$ cat config.mk
export PLATFORM = sky130hd
export DESIGN_NAME = key_event_ctrl_flat
export DESIGN_NICKNAME = d
export VERILOG_FILES = /design/src/rtl/clock_pkg.sv /design/src/rtl/key_event_ctrl_if.sv /design/src/rtl/key_debounce_ch.sv /design/src/rtl/key_event_ctrl.sv /design/src/flat_wrapper.sv
export SDC_FILE = /design/constraint.sdc
export NUM_CORES = 1
export LEC_CHECK = 0
export ABC_AREA = 1
export CAP_MARGIN = 15
export CORE_MARGIN = 2
export CORE_UTILIZATION = 27
export DETAILED_ROUTE_END_ITERATION = 10
export SYNTH_ARGS = -nofsm -noshare
export SYNTH_HDL_FRONTEND = slang
export SYNTH_SLANG_ARGS = --single-unit
$ cat constraint.sdc
create_clock -name clk -period 2.6 [get_ports clk]
set_input_delay 0.52 -clock clk [delete_from_list [all_inputs] [get_ports clk]]
set_output_delay 0.52 -clock clk [all_outputs]
set_load 0.1 [all_outputs]
$ cat src/rtl/clock_pkg.sv
// rtl/clock_pkg.sv - shared types and constants for the alarm-clock key front end
//
// Purpose : channel FSM state type, key index constants, default timing
//           constants and a constant max helper used for counter sizing.
// Ports   : none (package).
package clock_pkg;

   typedef enum logic [1:0] {
      IDLE         = 2'd0,
      PRESS_WAIT   = 2'd1,
      HELD         = 2'd2,
      RELEASE_WAIT = 2'd3
   } key_state_e;

   localparam int KEY_SET   = 0;
   localparam int KEY_UP    = 1;
   localparam int KEY_DOWN  = 2;
   localparam int KEY_ALARM = 3;
   localparam int KEY_MODE  = 4;

   localparam int DEF_NUM_KEYS        = 5;
   localparam int DEF_CLK_HZ          = 100_000_000;
   localparam int DEF_DEBOUNCE_CYCLES = 2_000_000;
   localparam int DEF_LONG_CYCLES     = 100_000_000;
   localparam int DEF_REPEAT_CYCLES   = 20_000_000;

   function automatic int max_i(input int a, input int b);
      return (a > b) ? a : b;
   endfunction

endpackage

$ cat src/rtl/key_event_ctrl_if.sv
// rtl/key_event_ctrl_if.sv - key pins in, debounced key events out
//
// Purpose : bundles the raw key lines and the event outputs of key_event_ctrl.
// Signals : key         raw button levels, 1 = pressed
//           key_level   debounced key state
//           key_press   one-cycle pulse on accepted press
//           key_release one-cycle pulse on accepted release
//           key_long    one-cycle long-press (and auto-repeat) pulse
//           key_any     OR of key_press
// Modports: master - board/pin side (drives key, observes events)
//           slave  - key_event_ctrl side
interface key_event_ctrl_if #(
   parameter int NUM_KEYS = clock_pkg::DEF_NUM_KEYS
);
   logic [NUM_KEYS-1:0] key;
   logic [NUM_KEYS-1:0] key_level;
   logic [NUM_KEYS-1:0] key_press;
   logic [NUM_KEYS-1:0] key_release;
   logic [NUM_KEYS-1:0] key_long;
   logic                key_any;

   modport master (
      output key,
      input  key_level, key_press, key_release, key_long, key_any
   );

   modport slave (
      input  key,
      output key_level, key_press, key_release, key_long, key_any
   );
endinterface

$ cat src/rtl/key_debounce_ch.sv
// rtl/key_debounce_ch.sv - one key channel: 2-flop synchroniser, debounce FSM, hold/repeat counters
//
// Purpose : turns one raw button line into level/press/release/long events.
//           Optional auto-repeat of key_long is built only with KEY_AUTOREPEAT_EN.
// Ports   : clk, rst      clock, synchronous active-high reset
//           key_i         raw asynchronous key level
//           level_o       debounced level
//           press_o       press pulse
//           release_o     release pulse
//           long_o        long-press / repeat pulse
module key_debounce_ch
   import clock_pkg::*;
#(
   parameter int DEBOUNCE_CYCLES = DEF_DEBOUNCE_CYCLES,
   parameter int LONG_CYCLES     = DEF_LONG_CYCLES,
   parameter int REPEAT_CYCLES   = DEF_REPEAT_CYCLES
) (
   input  logic clk,
   input  logic rst,
   input  logic key_i,
   output logic level_o,
   output logic press_o,
   output logic release_o,
   output logic long_o
);
   localparam int CW = $clog2(max_i(DEBOUNCE_CYCLES, LONG_CYCLES)) + 1;
   // The sample that leaves IDLE/HELD counts as the first stable sample,
   // so the wait states finish after DEBOUNCE_CYCLES samples in total.
   localparam logic [CW-1:0] DEB_LAST  = CW'(DEBOUNCE_CYCLES - 2);
   localparam logic [CW-1:0] LONG_LAST = CW'(LONG_CYCLES - 1);
   localparam logic [CW-1:0] LONG_SAT  = CW'(LONG_CYCLES);

   logic [1:0]    sync_q;
   key_state_e    state_q;
   logic [CW-1:0] cnt_q;
   logic [CW-1:0] hold_q, hold_d;
   logic          long_d;
   logic          s;
   logic          held_smp;

   assign s = sync_q[1];
   // A pressed sample while the key is accepted as down; the sample that
   // resumes HELD from RELEASE_WAIT counts as hold time too.
   assign held_smp = s && ((state_q == HELD) || (state_q == RELEASE_WAIT));

`ifdef KEY_AUTOREPEAT_EN
   localparam int RW = $clog2(REPEAT_CYCLES) + 1;
   localparam logic [RW-1:0] REP_LAST = RW'(REPEAT_CYCLES - 1);
   logic [RW-1:0] rep_q, rep_d;
`endif

   always_comb begin
      hold_d = hold_q;
      long_d = 1'b0;
      if (held_smp) begin
         if (hold_q != LONG_SAT) hold_d = hold_q + 1'b1;
         if (hold_q == LONG_LAST) long_d = 1'b1;
      end
`ifdef KEY_AUTOREPEAT_EN
      rep_d = rep_q;
      if (held_smp && (hold_q == LONG_SAT)) begin
         if (state_q == RELEASE_WAIT) begin
            rep_d = '0;
         end else if (rep_q == REP_LAST) begin
            rep_d  = '0;
            long_d = 1'b1;
         end else begin
            rep_d = rep_q + 1'b1;
         end
      end
`endif
   end

   always_ff @(posedge clk) begin
      if (rst) begin
         sync_q    <= '0;
         state_q   <= IDLE;
         cnt_q     <= '0;
         hold_q    <= '0;
         level_o   <= 1'b0;
         press_o   <= 1'b0;
         release_o <= 1'b0;
         long_o    <= 1'b0;
`ifdef KEY_AUTOREPEAT_EN
         rep_q     <= '0;
`endif
      end else begin
         sync_q    <= {sync_q[0], key_i};
         press_o   <= 1'b0;
         release_o <= 1'b0;
         long_o    <= long_d;
         hold_q    <= hold_d;
`ifdef KEY_AUTOREPEAT_EN
         rep_q     <= rep_d;
`endif
         case (state_q)
            IDLE: begin
               if (s) begin
                  cnt_q   <= '0;
                  state_q <= PRESS_WAIT;
               end
            end
            PRESS_WAIT: begin
               if (!s) begin
                  state_q <= IDLE;
               end else if (cnt_q == DEB_LAST) begin
                  state_q <= HELD;
                  level_o <= 1'b1;
                  press_o <= 1'b1;
                  cnt_q   <= '0;
                  hold_q  <= '0;
`ifdef KEY_AUTOREPEAT_EN
                  rep_q   <= '0;
`endif
               end else begin
                  cnt_q <= cnt_q + 1'b1;
               end
            end
            HELD: begin
               if (!s) begin
                  cnt_q   <= '0;
                  state_q <= RELEASE_WAIT;
               end
            end
            RELEASE_WAIT: begin
               if (s) begin
                  state_q <= HELD;
               end else if (cnt_q == DEB_LAST) begin
                  state_q   <= IDLE;
                  level_o   <= 1'b0;
                  release_o <= 1'b1;
                  cnt_q     <= '0;
               end else begin
                  cnt_q <= cnt_q + 1'b1;
               end
            end
            default: state_q <= IDLE;
         endcase
      end
   end
endmodule

$ cat src/rtl/key_event_ctrl.sv
// rtl/key_event_ctrl.sv - five-key debounce and event generator for the alarm clock
//
// Purpose : NUM_KEYS independent key_debounce_ch channels plus key_any.
//           Build option: KEY_AUTOREPEAT_EN adds key_long auto-repeat.
// Ports   : clk  system clock
//           rst  synchronous active-high reset
//           bus  key_event_ctrl_if.slave (key in; key_level, key_press,
//                key_release, key_long, key_any out)
module key_event_ctrl
   import clock_pkg::*;
#(
   parameter int NUM_KEYS        = DEF_NUM_KEYS,
   parameter int CLK_HZ          = DEF_CLK_HZ,
   parameter int DEBOUNCE_CYCLES = DEF_DEBOUNCE_CYCLES,
   parameter int LONG_CYCLES     = DEF_LONG_CYCLES,
   parameter int REPEAT_CYCLES   = DEF_REPEAT_CYCLES
) (
   input  logic              clk,
   input  logic              rst,
   key_event_ctrl_if.slave   bus
);
   logic [NUM_KEYS-1:0] level_w, press_w, release_w, long_w;

   for (genvar k = 0; k < NUM_KEYS; k++) begin : g_ch
      key_debounce_ch #(
         .DEBOUNCE_CYCLES (DEBOUNCE_CYCLES),
         .LONG_CYCLES     (LONG_CYCLES),
         .REPEAT_CYCLES   (REPEAT_CYCLES)
      ) u_ch (
         .clk       (clk),
         .rst       (rst),
         .key_i     (bus.key[k]),
         .level_o   (level_w[k]),
         .press_o   (press_w[k]),
         .release_o (release_w[k]),
         .long_o    (long_w[k])
      );
   end

   assign bus.key_level   = level_w;
   assign bus.key_press   = press_w;
   assign bus.key_release = release_w;
   assign bus.key_long    = long_w;
   assign bus.key_any     = |press_w;
endmodule
$ cat src/flat_wrapper.sv
// flat-port wrapper written by rule: the top's interface ports become plain ports
module key_event_ctrl_flat import clock_pkg::*;
#(
   parameter int NUM_KEYS        = DEF_NUM_KEYS,
   parameter int CLK_HZ          = DEF_CLK_HZ,
   parameter int DEBOUNCE_CYCLES = DEF_DEBOUNCE_CYCLES,
   parameter int LONG_CYCLES     = DEF_LONG_CYCLES,
   parameter int REPEAT_CYCLES   = DEF_REPEAT_CYCLES
)
  (clk, rst, bus_key, bus_key_level, bus_key_press, bus_key_release, bus_key_long, bus_key_any);
  key_event_ctrl_if #(.NUM_KEYS(NUM_KEYS)) bus_i ();
  input  logic clk;
  input  logic rst;
  input wire logic [$bits(bus_i.key)-1:0] bus_key;
  output wire logic [$bits(bus_i.key_level)-1:0] bus_key_level;
  output wire logic [$bits(bus_i.key_press)-1:0] bus_key_press;
  output wire logic [$bits(bus_i.key_release)-1:0] bus_key_release;
  output wire logic [$bits(bus_i.key_long)-1:0] bus_key_long;
  output wire logic [$bits(bus_i.key_any)-1:0] bus_key_any;
  assign bus_i.key = bus_key;
  assign bus_key_level = bus_i.key_level;
  assign bus_key_press = bus_i.key_press;
  assign bus_key_release = bus_i.key_release;
  assign bus_key_long = bus_i.key_long;
  assign bus_key_any = bus_i.key_any;
  key_event_ctrl #(.NUM_KEYS(NUM_KEYS), .CLK_HZ(CLK_HZ), .DEBOUNCE_CYCLES(DEBOUNCE_CYCLES), .LONG_CYCLES(LONG_CYCLES), .REPEAT_CYCLES(REPEAT_CYCLES)) u_core (.clk(clk), .rst(rst), .bus(bus_i));
endmodule
# --- Word level (Yosys, flattened, before mapping) ---
# Index checks and enable logic that the tools add are counted.
totals:
  mem_count: 0
  elab_cells: 316
  reg_bits: 320
  mem_bits_ro: 0
  ram_bits: 0
  in_bits: 7
  latchBits: 0
op_classes:
  n_reduce_logical: 51
  div_mod_pow: 0
  mul: 0
  magnitude_cmp: 0
  shift: 0
  n_eq_ne: 70
  n_mux: 125
  n_bitwise: 20
  add_sub_neg: 10
op_table:
  columns: ["cell", "n"]
  rows:
  - ["two-way mux 28 bit", 50]
  - ["one-hot mux 28 bit (4 select lines)", 5]
  - ["adder 28 x 1 -> 28 bit, second input constant", 10]
  - ["equality test 28 x 21 -> 1 bit, second input constant", 5]
  - ["equality test 28 x 27 -> 1 bit, second input constant", 5]
  - ["inequality test 28 x 27 -> 1 bit, second input constant", 5]
  - ["two-way mux 2 bit", 30]
  - ["inequality test 2 bit, second input constant", 25]
  - ["one-hot mux 2 bit (4 select lines)", 5]
  - ["AND reduction 4 bit", 10]
  - ["two-way mux 1 bit", 30]
  - ["OR reduction 3 bit", 10]
  - ["AND reduction 5 bit", 5]
  - ["equality test 2 bit, second input constant", 10]
  - ["NOT 1 bit", 20]
  - ["inequality test 3 x 2 -> 1 bit, second input constant", 5]
  - ["inequality test 3 bit, second input constant", 5]
  - ["equality test 2 x 1 -> 1 bit, second input constant", 5]
  - ["zero test 2 bit", 5]
  - ["inequality test 2 x 1 -> 1 bit, second input constant", 5]
  - ["one-hot mux 1 bit (2 select lines)", 5]
  - ["nonzero test 2 bit", 5]
  - ["OR reduction 2 bit", 5]
  - ["logical AND 1 bit", 5]
  - ["other kinds (2)", 6]

# --- Depth between registers and ports, before layout ---
# Gate-level depths: netlist of the first run.
depth:
  word_depth: 7
  mapped_depth: 14
  mapped_depth_nobuf: 13

# --- Modules after synthesis ---
# Synthesis of the first run repeated with hierarchy kept, for this count alone.
unflattened:
  hier_cells: 3086
  area_unflattened_um2: 19578.8
modules_own_cells:
  columns: ["module", "n_inst", "area_each_um2", "cells_each", "seq_area_each_um2"]
  rows:
  - ["key_debounce_ch (u_core.g_ch[0].u_ch ...)", 4, 3902.5, 613, 1281.2]
  - ["key_debounce_ch (u_core.g_ch[4].u_ch)", 1, 3952.5, 630, 1281.2]
  - ["key_event_ctrl", 1, 16.3, 4, 0.0]

# --- Least setup slack after synthesis of the first run ---
# No wires, ideal clock.
synth_timing:
  kind: "register to register"
  start: "reg u_core.g_ch[2].u_ch.cnt_q[0]"
  end: "reg u_core.g_ch[2].u_ch.hold_q[12]"
  setup_ns: 0.116
  setup_slack_ns: 0.961
  arrival_ns: 1.523
  path_stages_with_launch: 11
  period_less_slack_ns: 1.639
  path_cell_list: "dfxtp_1 inv_1 ha_1 nand2_1 nor3_1 nand2_2 nor2_4 nand3_4 o21ai_4 buf_12 nor2_2"
synth_between:
  elab_chain_cells: 4
synth_rtl:
  columns: ["element", "line", "text"]
  rows:
  - ["start, declared", "key_debounce_ch.sv:35", "logic [CW-1:0] cnt_q;"]
  - ["start signal, assigned", "key_debounce_ch.sv:116", "cnt_q <= cnt_q + 1'b1;"]
  - ["start signal, assigned", "key_debounce_ch.sv:134", "cnt_q <= cnt_q + 1'b1;"]
  - ["equality test 28 x 21 -> 1 bit", "key_debounce_ch.sv:106", "end else if (cnt_q == DEB_LAST) begin"]
  - ["two-way mux 28 bit", "key_debounce_ch.sv:106", null]
  - ["two-way mux 28 bit", "key_debounce_ch.sv:104", "if (!s) begin"]
  - ["two-way mux 28 bit", "key_debounce_ch.sv:96", "case (state_q)"]
  - ["end signal, assigned", "key_debounce_ch.sv:92", "hold_q <= hold_d;"]
  - ["end, declared", "key_debounce_ch.sv:36", "logic [CW-1:0] hold_q, hold_d;"]
# No other way between the ends.
# A chain may end at the register's enable or synchronous reset.

# --- Final worst setup path of the first run ---
layout_timing:
  start: "reg u_core.g_ch[3].u_ch.press_o"
  end: "out bus_key_any"
layout_between:
  elab_chain_cells: 1
layout_rtl:
  columns: ["element", "line", "text"]
  rows:
  - ["start, declared", "key_debounce_ch.sv:22", "output logic press_o,"]
  - ["start signal, assigned", "key_debounce_ch.sv:81", "press_o <= 1'b0;"]
  - ["start signal, assigned", "key_debounce_ch.sv:89", "press_o <= 1'b0;"]
  - ["start signal, assigned", "key_debounce_ch.sv:109", "press_o <= 1'b1;"]
  - ["OR reduction 5 bit", "key_event_ctrl.sv:44", "assign bus.key_any = |press_w;"]
  - ["end, declared", "flat_wrapper.sv:19", "output wire logic [$bits(bus_i.key_any)-1:0] bus_key_any;"]
# No other way between the ends.

==> results of run 1 <==
-- worst max-delay path by stage --
| stage | from | to | slack, ns | cells past startpoint |
|---|---|---|---|---|
| after floorplan | u_core.g_ch[2].u_ch.cnt_q[0]$_SDFFE_PP0P_ | u_core.g_ch[2].u_ch.hold_q[12]$_SDFF_PP0_ | 0.96 | 10 |
| after global placement | u_core.g_ch[1].u_ch.cnt_q[0]$_SDFFE_PP0P_ | u_core.g_ch[1].u_ch.hold_q[17]$_SDFF_PP0_ | 0.60 | 11 |
| after detailed placement | u_core.g_ch[1].u_ch.cnt_q[0]$_SDFFE_PP0P_ | u_core.g_ch[1].u_ch.hold_q[17]$_SDFF_PP0_ | 0.51 | 11 |
| after CTS | u_core.g_ch[3].u_ch.press_o$_SDFF_PP0_ | bus_key_any | 0.40 | 3 |
| after global routing | u_core.g_ch[1].u_ch.cnt_q[0]$_SDFFE_PP0P_ | u_core.g_ch[1].u_ch.hold_q[17]$_SDFF_PP0_ | 0.30 | 11 |
| final | u_core.g_ch[3].u_ch.press_o$_SDFF_PP0_ | bus_key_any | 0.43 | 3 |
-- sequential cells by signal, indices dropped and copies added, names as in the netlist, named ones only --
| name | count |
|---|---|
| u_core.g_ch.u_ch.sync_q | 10 |
| u_core.g_ch.u_ch.cnt_q | 140 |
| u_core.g_ch.u_ch.state_q | 5 |
| u_core.g_ch.u_ch.hold_q | 140 |
| u_core.g_ch.u_ch.level_o | 5 |
| u_core.g_ch.u_ch.release_o | 5 |
| u_core.g_ch.u_ch.long_o | 5 |
| u_core.g_ch.u_ch.press_o | 5 |
-- cell type report --
class | count | area, um^2 | share of cell area [%]
clock buffer | 55 | 1180 | 5.355
clock inverter | 17 | 245.2 | 1.113
inverter | 395 | 1485 | 6.741
multi-input combinational | 2326 | 11100 | 50.40
sequential | 320 | 6406 | 29.08
tap | 950 | 1189 | 5.395
timing repair buffer | 50 | 422.9 | 1.919
-- stage by stage --
step                      hold slack (ns)  util (%)  total power [W]  std cells
after floorplan                    0.3883         -         0.005446       3129
after global placement             0.4005     28.78         0.005575       4041
after detailed placement           0.3979     28.78         0.005577       4041
after CTS                          0.4092     30.77          0.01169       4113
after global routing               0.4316     30.77          0.01194       4113
final                              0.3973     30.77          0.01148       4113
-- Yosys cell counts (3+ instances only) --
cell | number | area share [%]
inv_2 | 22 | 0.42
nor3_1 | 150 | 3.8
nand3_1 | 263 | 6.7
and3_1 | 3 | 0.096
nand3b_1 | 18 | 0.69
o22ai_1 | 3 | 0.096
nor2_1 | 508 | 9.8
nor2_4 | 7 | 0.40
nand2_4 | 3 | 0.17
buf_2 | 21 | 0.54
o21ai_0 | 39 | 1.0
nor3_2 | 10 | 0.51
o31ai_1 | 12 | 0.46
buf_4 | 30 | 1.2
dfxtp_1 | 320 | 33
nand2_2 | 19 | 0.61
or2_2 | 9 | 0.29
o21ai_1 | 6 | 0.15
o211ai_1 | 4 | 0.15
nor4_1 | 14 | 0.45
clkbuf_1 | 20 | 0.38
xnor2_1 | 8 | 0.36
nand4_1 | 105 | 3.4
a21o_1 | 6 | 0.23
nor3b_1 | 8 | 0.31
nand2_1 | 808 | 16
nor2_2 | 27 | 0.86
a21oi_1 | 162 | 4.1
buf_1 | 6 | 0.12
a21oi_2 | 16 | 0.72
inv_1 | 370 | 7.1
xor2_1 | 72 | 3.2
buf_6 | 7 | 0.40
o21bai_1 | 4 | 0.15
ha_1 | 20 | 1.3
-- kinds of logic (layout without fill, tap and decap cells) --
| family | after synthesis | in the layout | synth area share [%] |
|---|---|---|---|
| buffers and inverters | 483 | 517 | 10.44 |
| adders and majority gates | 20 | 20 | 1.280 |
| DFF | 320 | 320 | 32.76 |
| and+or+nand+nor | 1965 | 1965 | 44.37 |
| xor gates and xnor gates | 81 | 81 | 3.667 |
| AOI/OAI and AO/OA | 260 | 260 | 7.481 |
-- metal layers --
metal  GRT usage, %  vias up  share of wire (%)
met1          19.24     8503                 50
li1               -    10050                  -
met4          3.466        0                1.9
met5              0        -                  0
met2          21.22      352                 43
met3          1.968       65                4.3
-- power groups by stage --
| stage | Clock [W] | Sequential (W) | Combinational [W] |
|---|---|---|---|
| after floorplan | 0 | 0.00505 | 0.000395 |
| after global placement | 0 | 0.00507 | 0.000508 |
| after detailed placement | 0 | 0.00507 | 0.000509 |
| after CTS | 0.00622 | 0.00496 | 0.000511 |
| after global routing | 0.00640 | 0.00496 | 0.000572 |
| final | 0.00602 | 0.00496 | 0.000507 |
-- worst max-delay path, delay by kind of cell, from the launching register on --
| kind | cells | cell delay (ns) |
|---|---|---|
| flip-flops | 1 | 0.61 |
| AND/OR/NAND/NOR | 2 | 0.20 |
| buffers and inverters | 1 | 0.28 |
==> run metrics, run 1 <==
status finished, final reports clean; worst skew pair latency 0.59 ns; crit-path cells nor2_1 > nand2_1 > buf_4; number of enable flip-flop cells after synthesis 0; most frequent cells in the layout nand2_1 (808), nor2_1 (508), inv_1 (370); Vias 18970; Setup violations, final 0; Leak 7.962 nW; dpl ws 0.5100 ns; post-synthesis cell area 19550 um^2; DP Wirelength 37330 um; HP Class reg2reg; sequential area share after synthesis 32.76%; HP Start u_core.g_ch[4].u_ch.sync_q[0]$_SDFF_PP0_; CP Class reg2out; Worst VDD drop 483.8 uV; RSZ-0062 raised after global routing no; root buffer cell clkbuf_16; core area 71610 um^2; vias in the first global route 17260; Critical Path Slowest Stage Cell dfxtp_1; Final WS setup 0.4292 ns; Post-Route WL 51190 um; Tmin final 2.171 ns; DIE WIDTH 273.1 um; Inserted Diodes 0; combinational cell fraction of total power 4.4%; Internal 0.008754 W; first drt pass iteration count 5; Largest stage delay, worst path 0.61 ns; main flop type after synthesis dfxtp_1; Hold EP u_core.g_ch[4].u_ch.sync_q[1]$_SDFF_PP0_; TNS Setup 0 ns; Routed Antenna Nets 0; area post-placement 20610 um^2; GRT Util Overall 13.51%; CTS clock-pin slew for the worst setup and hold paths 0.06 ns; CTS H-tree depth 2; clock share of power 52.4%; clock skew 0.03466 ns; Die H 273.1 um; commonest non-fill, non-tap cell in the layout nand2_1; Initial Util 27.30%; maximum root-to-sink buffer count 3; type of origin of the critical path flop; Synth async-reset ratio 0%; # clock sinks 320; Worst Max-Slew Pin Slew 0.5561 ns; Post-layout nets 3161; Hold Vio Cnt, Final 0; PortBufs 27; maxcap violations 0; syn nets 3156; I/O pin total 28; Critical Path RT 2.08 ns; FP Rows 98; initial antenna violation count 0; Switching Fraction 23.78%; initial DRC count 1229; hold path cells 2; die area 74590 um^2; TritonCTS Buffers 41; Slew headroom 62.80%; FF-to-FF Start u_core.g_ch[1].u_ch.cnt_q[0]$_SDFFE_PP0P_; sequential fraction of design power 43.2%; share of layout cells above drive strength 1 7.525%; final instance area 22030 um^2; TritonCTS clock tree yes; CTS resizes 0; reg-to-reg endpoint u_core.g_ch[1].u_ch.hold_q[5]$_SDFF_PP0_; Hold Buf Count CTS 0; drt wl/cell 12.45 um; Placer Congestion 0.9081; Avg Synthesized Cell Area 6.249 um^2; Syn Inst Count 3129; #FFs+latches synth 320; fmax 0.4607 GHz; synth warn 0; post-synth cell types 57; crit-path max FO 2; final cycle utilization of the critical path 83.49%; FF-to-FF path depth 11; Via-to-Cell Ratio 4.611; Cell Pwr Density 521.3 nW/um^2; first-pass GRT wire length 86020 um; net switching power 0.002731 W; Post-CTS Setup Bufs 0; fill count 7934; Slew Viols, Final 0; GRT overflow 0; largest net degree at the start of global routing 64; DRC 0; Worst Path Arrival 1.65 ns; Reg2Reg Setup Slack 0.52 ns; CP Capture Type output port; Area Growth Syn to Fin 12.68%
No activity file was read; power rests on OpenSTA's default activity.
==> run 2, diff against run 1 <==
==> constraint.sdc (replaced) <==
create_clock -name clk -period 1.8 [get_ports clk]
set_input_delay 0.36 -clock clk [delete_from_list [all_inputs] [get_ports clk]]
set_output_delay 0.36 -clock clk [all_outputs]
set_load 0.1 [all_outputs]
==> run 2 against run 1 <==
Sequential power grew 45%. Register-to-register slack lost 0.51 ns. Total power grew 46%. Clock power grew 43%. Core utilization grew 2.7 points. Critical path type is now reg2reg. Critical endpoint is now u_core.g_ch[2].u_ch.hold_q[9]$_SDFF_PP0_. Highest routed layer unchanged.
==> run metrics, run 2 (synthesis results as in run 1) <==
Tmin final 1.788 ns; Leak 8.842 nW; HP Start rst; HP Class in2reg; worst skew pair latency 0.59 ns; post-route insts no fill 4249; fmax 0.5592 GHz; crit-path max FO 7; Worst Max-Slew Pin Slew 0.4306 ns; Inserted Diodes 0; TritonCTS clock tree yes; Vias 19940; Post-layout nets 3293; Top Registers u_core.g_ch.u_ch.cnt_q: 140 flops, u_core.g_ch.u_ch.hold_q: 140 flops, u_core.g_ch.u_ch.sync_q: 10 flops; die area 74590 um^2; CTS clock-pin slew for the worst setup and hold paths 0.06 ns; maxcap violations 0; Slew headroom 71.03%; Worst Path Arrival 2.24 ns; Critical Path RT 2.25 ns; Cells after DPL 4154; maximum root-to-sink buffer count 3; FF-to-FF path depth 11; GRT overflow 0; GRT Util Overall 14.19%; initial DRC count 1262; CP Capture Type flop; status finished, final reports clean; Slew Viols, Final 0; Post-Route WL 54560 um; Cell Pwr Density 697.2 nW/um^2; hold path cells 3; CP Class reg2reg; Routed Antenna Nets 0; Reg2Reg Setup Slack 0.01 ns; TritonCTS Buffers 41; DIE WIDTH 273.1 um; vias in the first global route 18340; Die H 273.1 um; FF-to-FF Start u_core.g_ch[2].u_ch.cnt_q[0]$_SDFFE_PP0P_; RSZ-0062 raised after global routing yes; I/O pin total 28; initial antenna violation count 0; hold_ws 0.2768 ns; commonest non-fill, non-tap cell in the layout nand2_1; CTS H-tree depth 2; most frequent cells in the layout nand2_1 (792), nor2_1 (482), inv_1 (363); FP Rows 98; # clock sinks 320; clock skew 0.03734 ns; Via-to-Cell Ratio 4.692; DRC 0; drt wl/cell 12.84 um; Placer Congestion 0.9120; Area Growth Syn to Fin 22.61%; root buffer cell clkbuf_16; Initial Util 27.30%; first drt pass iteration count 5; Setup violations, final 0; type of origin of the critical path flop; Hold Vio Cnt, Final 0; share of layout cells above drive strength 1 14.82%; core area 71610 um^2; largest net degree at the start of global routing 41; PortBufs 27; final cycle utilization of the critical path 99.35%; post-route core utilization 33.48%; reg-to-reg endpoint u_core.g_ch[2].u_ch.hold_q[9]$_SDFF_PP0_; DP Wirelength 39580 um; Hold Buf Count CTS 0; Worst VDD drop 626.2 uV; first-pass GRT wire length 89920 um
[run 2: cell types whose count changed in the layout (fill, tap and decap cells not counted), sizes merged]
cell,previous run,this run
buf,45,170
bufinv,5,2
clkbuf,55,68
clkinv,11,12
clkinvlp,2,4
inv,394,392
[run 2: worst max-delay path by stage]
stage / from / endpoint / slack, ns
2_1_floorplan: u_core.g_ch[2].u_ch.cnt_q[0]$_SDFFE_PP0P_ / u_core.g_ch[2].u_ch.hold_q[12]$_SDFF_PP0_ / 0.16
3_3_place_gp: flop / u_core.g_ch[3].u_ch.cnt_q[10]$_SDFFE_PP0P_ / -0.009
3_5_place_dp: u_core.g_ch[4].u_ch.cnt_q[0]$_SDFFE_PP0P_ / u_core.g_ch[4].u_ch.cnt_q[9]$_SDFFE_PP0P_ / -0.02
4_1_cts: u_core.g_ch[1].u_ch.press_o$_SDFF_PP0_ / bus_key_any / -0.01
5_1_grt: u_core.g_ch[2].u_ch.cnt_q[0]$_SDFFE_PP0P_ / u_core.g_ch[2].u_ch.hold_q[22]$_SDFF_PP0_ / -0.08
6_report: u_core.g_ch[2].u_ch.cnt_q[0]$_SDFFE_PP0P_ / u_core.g_ch[2].u_ch.hold_q[9]$_SDFF_PP0_ / 0.01
[run 2: timing repair]
| action | 4_1_cts | 5_1_grt |
|---|---|---|
| buffers inserted | 0 | 10 |
| endpoints found under the hold margin | 0 | 0 |
| gates resized for setup | 5 | 146 |
| setup endpoints to repair | 29 | 227 |
| pin swaps | 1 | 32 |
| cloned | 0 | 9 |
[run 2: routing by layer]
metal	vias up	track usage, %	routed length, um	share of wire (%)
met3	94	2.328	2805	5.1
li1	10320	-	-	-
met4	0	4.098	1264	2.3
met2	436	23.08	24360	45
met5	-	0	0	0
met1	9091	19.23	26120	48
[run 2: layout make-up]
cell class	instances	area (um^2)
Clock inverter	14	155.1
Fill cell	7886	47630
Sequential cell	320	6446
Tap cell	950	1189
Multi-Input combinational cell	2326	11530
Clock buffer	62	1266
Timing Repair Buffer	181	1888
Timing Repair inverter	1	7.507
Inverter	395	1491
[run 2: power by group]
group	switching (W)	total, W	leakage, nW	internal, W
Combinational	0.000624	0.000966	5.55	0.000342
Sequential	0.0000436	0.00717	2.59	0.00712
Clock	0.00342	0.00858	0.702	0.00517
[run 2: per-stage QoR]
stage	setup TNS, ns	total power [W]	instance area, um^2	setup WS [ns]
2_1_floorplan	0	0.007866	19550	0.1606
3_3_place_gp	-0.008508	0.008159	21790	-0.008508
3_5_place_dp	-0.1408	0.008164	21790	-0.02003
4_1_cts	-0.01432	0.01690	23240	-0.01432
5_1_grt	-3.571	0.01738	23970	-0.08097
6_report	0	0.01671	23970	0.01167
[run 2: critical path: stages (launching register included)]
cell and delay, ns:
dfxtp_2 0.33, inv_2 0.08, ha_4 0.14, nand2_2 0.04
nor3_2 0.18, nand2_2 0.09, nor2_4 0.15, nand3_4 0.10
o21ai_4 0.19, buf_12 0.14, clkbuf_16 0.16, nor2_2 0.03
